[config.mk]
export PLATFORM = sky130hd
export DESIGN_NAME = sar_adc_ctrl
export DESIGN_NICKNAME = d
export VERILOG_FILES = /design/src/rtl/sar_adc_ctrl.sv
export SDC_FILE = /design/constraint.sdc
export NUM_CORES = 1
export LEC_CHECK = 0
export CAP_MARGIN = 20
export CELL_PAD_IN_SITES_DETAIL_PLACEMENT = 0
export CELL_PAD_IN_SITES_GLOBAL_PLACEMENT = 1
export CORE_ASPECT_RATIO = 1.4
export CORE_UTILIZATION = 25
export CTS_BUF_LIST = sky130_fd_sc_hd__clkbuf_8
export DETAILED_ROUTE_END_ITERATION = 6
export GPL_ROUTABILITY_DRIVEN = 0
export PLACE_DENSITY_LB_ADDON = 0.1
export SYNTH_ARGS = -nofsm -noshare
export SYNTH_HDL_FRONTEND = slang
export SYNTH_SLANG_ARGS = --single-unit
[constraint.sdc]
create_clock -name clk -period 2.7 [get_ports clk]
set_clock_uncertainty 0.05 [all_clocks]
set_input_delay 0.54 -clock clk [delete_from_list [all_inputs] [get_ports clk]]
set_output_delay 0.54 -clock clk [all_outputs]
set_load 0.03 [all_outputs]
[src/rtl/sar_adc_ctrl.sv]
// sar_adc_ctrl: successive-approximation ADC controller.
// Drives the track/hold and DAC trial code, consumes the comparator
// decision and reports a WIDTH-bit result with a start/busy/done handshake.
// Optional macro SAR_ADC_CTRL_CMP_SYNC_EN: passes cmp_in through a 2-flop
// synchronizer and lengthens each settle phase by two cycles to cover it.
module sar_adc_ctrl #(
  parameter int WIDTH         = 8,
  parameter int SAMPLE_CYCLES = 4,
  parameter int SETTLE_CYCLES = 2
) (
  input  logic             clk,
  input  logic             rst,
  input  logic             start,
  input  logic             cmp_in,
  output logic             sample,
  output logic [WIDTH-1:0] dac_code,
  output logic             busy,
  output logic             done,
  output logic [WIDTH-1:0] result
);

`ifdef SAR_ADC_CTRL_CMP_SYNC_EN
  localparam int SETTLE_LEN = SETTLE_CYCLES + 2;
`else
  localparam int SETTLE_LEN = SETTLE_CYCLES;
`endif
  localparam int SETTLE_LOAD = (SETTLE_LEN > 0) ? SETTLE_LEN - 1 : 0;
  localparam int CNT_MAX     = (SAMPLE_CYCLES > SETTLE_LEN) ? SAMPLE_CYCLES : SETTLE_LEN;
  localparam int CNT_W       = (CNT_MAX > 1) ? $clog2(CNT_MAX) : 1;
  localparam int K_W         = $clog2(WIDTH);

  typedef enum logic [2:0] {
    S_IDLE,
    S_SAMPLE,
    S_SETTLE,
    S_COMPARE,
    S_DONE
  } state_t;

  state_t           state, state_next;
  logic [CNT_W-1:0] cnt, cnt_next;
  logic [K_W-1:0]   k, k_next;
  logic [WIDTH-1:0] code, code_next;
  logic [WIDTH-1:0] decided;
  logic [WIDTH-1:0] result_next;
  logic             cmp_bit;

`ifdef SAR_ADC_CTRL_CMP_SYNC_EN
  logic [1:0] cmp_sync;

  // Two-flop synchronizer for the asynchronous comparator decision
  always_ff @(posedge clk) begin
    if (rst) begin
      cmp_sync <= 2'b00;
    end else begin
      cmp_sync <= {cmp_sync[0], cmp_in};
    end
  end

  assign cmp_bit = cmp_sync[1];
`else
  assign cmp_bit = cmp_in;
`endif

  // State and datapath registers; reset discards any partial conversion
  always_ff @(posedge clk) begin
    if (rst) begin
      state  <= S_IDLE;
      cnt    <= '0;
      k      <= '0;
      code   <= '0;
      result <= '0;
    end else begin
      state  <= state_next;
      cnt    <= cnt_next;
      k      <= k_next;
      code   <= code_next;
      result <= result_next;
    end
  end

  // Next-state, datapath updates and Moore outputs of the SAR sequencer
  always_comb begin
    state_next  = state;
    cnt_next    = cnt;
    k_next      = k;
    code_next   = code;
    result_next = result;
    decided     = code;
    sample      = 1'b0;
    busy        = 1'b0;
    done        = 1'b0;
    dac_code    = '0;
    case (state)
      S_IDLE: begin
        if (start) begin
          state_next = S_SAMPLE;
          cnt_next   = CNT_W'(SAMPLE_CYCLES - 1);
        end
      end
      S_SAMPLE: begin
        sample = 1'b1;
        busy   = 1'b1;
        if (cnt == '0) begin
          k_next               = K_W'(WIDTH - 1);
          code_next            = '0;
          code_next[WIDTH-1]   = 1'b1;
          if (SETTLE_LEN == 0) begin
            state_next = S_COMPARE;
          end else begin
            state_next = S_SETTLE;
            cnt_next   = CNT_W'(SETTLE_LOAD);
          end
        end else begin
          cnt_next = cnt - CNT_W'(1);
        end
      end
      S_SETTLE: begin
        busy     = 1'b1;
        dac_code = code;
        if (cnt == '0) begin
          state_next = S_COMPARE;
        end else begin
          cnt_next = cnt - CNT_W'(1);
        end
      end
      S_COMPARE: begin
        busy       = 1'b1;
        dac_code   = code;
        decided[k] = cmp_bit;
        code_next  = decided;
        if (k != '0) begin
          code_next[k - K_W'(1)] = 1'b1;
          k_next                 = k - K_W'(1);
          if (SETTLE_LEN == 0) begin
            state_next = S_COMPARE;
          end else begin
            state_next = S_SETTLE;
            cnt_next   = CNT_W'(SETTLE_LOAD);
          end
        end else begin
          result_next = decided;
          state_next  = S_DONE;
        end
      end
      S_DONE: begin
        done       = 1'b1;
        state_next = S_IDLE;
      end
      default: begin
        state_next = S_IDLE;
      end
    endcase
  end

endmodule

Yosys cells after proc, flatten, opt, wreduce, memory -nomap -nowiden:

Index checks and enable logic that the tools add are counted.

* register bits after elaboration: 24
* bits of input ports: 4
* word-level logic and storage cells: 61
* output and inout port bits: 19

* eq/ne operators: 9
* add/sub/neg operators: 2
* bitwise operators: 2
* reduce and logical (&&, ||, !) cells: 14
* magnitude comparators: 4
* multiplexer cells: 25

Operator list (count)
* $mux 8: 3
* $mux 3: 6
* $pmux 8 s2: 1
* $pmux 3 s4: 1
* $ne 2x2->1 const B: 5
* $bwmux 8: 1
* $lt 3x4->1 const B: 2
* $mux 2: 4
* $or 8x8->8: 1
* $pmux 2 s4: 1
* $demux 1 s3: 2
* $eq 3x2->1 const B: 2
* $ge 3x1->1 const B: 2
* $pmux 3 s2: 1
* $reduce_and 3->1: 2
* $mux 1: 5
* $reduce_and 2->1: 2
* $reduce_and 4->1: 1
* $reduce_bool 4->1: 1
* $eq 3x1->1 const B: 1
* $eq 3x3->1 const B: 1
* $logic_not 3->1: 1
* $reduce_bool 3->1: 1
* $reduce_or 3->1: 1
* other kinds (7): 8

Longest topological paths before layout:

* word-level depth: 8
* gate-level depth with buffers: 7
* mapped depth without buffers: 5

Worst setup path after synthesis:

Ideal clock, no wire load.

* path type: register -> output
* start point: register state[0]
* end point: output sample
* arrival time: 1.374 ns
* path buffers: 2
* data required time: 2.110 ns
* stages on the path, launching flop included: 5
* path slack: 0.736 ns
* path through: dfxtp_1 buf_4 buf_2 inv_1 nor3_1

* longest elaborated chain between the ends: 2

RTL lines
* from (decl): RTL line 40 `state_t state, state_next;`
* from (signal assigned): RTL line 74 `state <= state_next;`
* $eq 3x1->1: RTL line 94 `case (state)`
* $mux 1: RTL line 94
* to (decl): RTL line 15 `output logic sample,`

No other way between the ends.

Final worst setup path:

* start point: register state[2]
* end point: output dac_code[4]

* longest elaborated chain between the ends: 3
* elaborated cells between the ends (all ways): 4
* classes of those cells: eq/ne: 2; mux: 1; reduce/logical: 1

RTL lines
* $eq 3x2->1: RTL line 94
* $reduce_or 2->1 (no line) *
* $mux 8 *: RTL line 94
* to (decl): RTL line 16 `output logic [WIDTH-1:0] dac_code,`

Every way passes the cells marked *; elsewhere a longest branch is shown, timed or not.

==> run metrics <==
largest net degree at the start of global routing 19; minimum clock period 2.50 ns; dpl ws 0.479 ns; WP data arrival 1.91 ns; # resized after CTS 0; met3 wire length 113 um; Cell Rows 33; Critical Path Fanout Max 13; slew margin rel. 55.1%; crit share post-route 92.8%; initial antenna violation count 0; Hold Fails Final Rpt 0; clk_lat worst skew 0.28 ns; Worst R2R End result[3]; pwr/cell area 692 nW/um2; Pleak 0.634 nW; min-delay src result[7]; Starting Density 26.0%; IO buf count 22; commonest non-fill, non-tap cells in the layout dfxtp_1, clkdlybuf4s50_1, inv_1; Ports 23; Setup TNS 0 ns; first-pass GRT wire length 6730 um; Post-CTS Setup Inserts 0; ys flop type dfxtp_1; WL final 4150 um; number of global-route vias before repair 1285; Synth Area in XOR/XNOR 0.575%; DR vias/cell 5.03; Hold Path Class reg2reg; Worst Tran Pin Value 0.673 ns; Die H 94.4 um; Wirelength per Cell 16.3 um; Post-Syn Nets 175; drt pass-1 iters 4; unrepaired setup endpoints after global routing no; global-route usage over all layers 14.3%; Setup CP Type reg2out; Synth Cell Area 1520 um2; Worst setup EP type output port; die area 6420 um2; Ys Warns 0; Filler Cell Count 627; Post-DP HPWL 3080 um; sequential element share of the synthesized area 31.5%; main combinational cell family by area after synthesis simple AND/OR/NAND/NOR gates; met2 wire len 2100 um; r2r setup slk 0.66 ns; synthesized instance count 167; mean post-synth cell area 9.13 um2; adder-cell share of the synthesized area 3.28%; Simple-Gate Fraction of Synth Area 25.2%; WP data required 2.11 ns; # setup viols final 0; WHS Endpoint result[7]; Yosys cell types 46; met1 wire length 1840 um; H-tree Lvls 1; root buf cell clkbuf_8; async set-reset flop share out of synthesis 0%; clk buf depth 2; Synth Area in Compound Gates 23.5%; CTS Hold Buffers Added 0; fin nets 193; FF-to-FF Start k[1]; Clock Pin Slew Worst Setup and Hold Paths 0.10 ns; Worst Reg-to-Reg Cells 6; top layer in use met4; CTS tree built; outcome completed; P&R area growth vs syn 20.5%; GRT overflow 0; max-capacitance violation count 0; Core Region 5860 um2; Worst setup SP type register; routed via count 1277; register bit count reported by yosys 24; CTS sink cnt 24; design area 1840 um2; CTS Buf Count 3; FMAX 399 MHz; most common cell after layout, fill and taps aside dfxtp_1; VDD IR max 0.000241 V; total chip power 0.00127 W; share of layout cells above drive strength 1 13.6%; Die X 68.0 um; placed inst area 1770 um2; Final WS setup 0.196 ns; Worst Hold Depth 2; initial DRC count 36; DRC 0; fin. max-slew vios 0; EDFF count, synth 0; post-synthesis mux area share 5.91%; DRT antenna net count 0; n_diodes 0
==> report_power, final <==
| group | internal [W] | switching (W) | total (W) |
|---|---|---|---|
| sequential | 0.000390 | 0.0000468 | 0.000437 |
| combinational | 0.000194 | 0.000308 | 0.000502 |
| clock | 0.000199 | 0.000133 | 0.000331 |
==> cell families (layout without fill, tap and decap cells) <==
group | after synthesis | in the layout
XOR/XNOR | 1 | 1
adder cells (fa/ha/maj) | 4 | 4
AND/OR/NAND/NOR | 56 | 56
multiplexers | 9 | 9
AO/OA/AOI/OAI | 46 | 46
flip-flops | 24 | 24
buffers and inverters | 27 | 44
==> cell type report <==
cell class / count / area (um2) / area share (%)
clock buffers: 3 / 41.3 / 2.25
clock inverters: 1 / 30.0 / 1.63
inverters: 13 / 48.8 / 2.66
multi-input cells: 116 / 891 / 48.5
flip-flops and latches: 24 / 480 / 26.2
well taps: 70 / 87.6 / 4.77
repair buffers: 27 / 258 / 14.0
==> Yosys cell counts, drive strengths merged, types with 5 or more instances <==
| master | n | area share [%] |
|---|---|---|
| mux2i | 9 | 5.9 |
| a21oi | 9 | 3.0 |
| nor2 | 10 | 3.0 |
| buf | 12 | 6.3 |
| nor2b | 6 | 3.0 |
| nor3 | 5 | 2.3 |
| and2 | 10 | 4.1 |
| a211oi | 9 | 5.1 |
| o221ai | 7 | 4.0 |
| dfxtp | 24 | 32 |
| nand3b | 5 | 2.7 |
| inv | 13 | 3.2 |
==> layer usage <==
metal,up-vias,global-route usage (%)
li1,645,-
met1,602,17.8
met2,24,23.9
met3,6,1.93
met4,0,5.90
met5,-,0
==> worst max path at each step <==
| stage | startpoint | end | slack [ns] | depth (start not counted) |
|---|---|---|---|---|
| 6_report | state[2] | dac_code[4] | 0.20 | 3 |
| 4_1_cts | state[2] | dac_code[4] | 0.16 | 3 |
| 5_1_grt | state[2] | done | 0.05 | 3 |
| 3_3_place_gp | state[2] | dac_code[4] | 0.49 | 3 |
| 3_5_place_dp | state[2] | dac_code[4] | 0.48 | 3 |
| 2_1_floorplan | state[0] | sample | 0.74 | 4 |
==> registers in the layout, summed over array words and instances (netlist names) <==
| name | count |
|---|---|
| cnt | 2 |
| code | 8 |
| k | 3 |
| result | 8 |
| state | 3 |
==> critical path, cell delays in order, from the launching register on <==
cell             delay [ns]
dfxtp_1                0.46
nor2b_4                0.33
and2_1                 0.18
clkdlybuf4s50_1        0.66
==> per-stage QoR <==
step	utilization [%]	cells	hold WS, ns
after detailed placement	30.1	250	0.436
final	31.3	254	0.451
after CTS	31.3	254	0.454
after global placement	30.1	250	0.415
after global routing	31.3	254	0.460
after floorplan	-	167	0.405
Power figures use the tool's default switching activity.
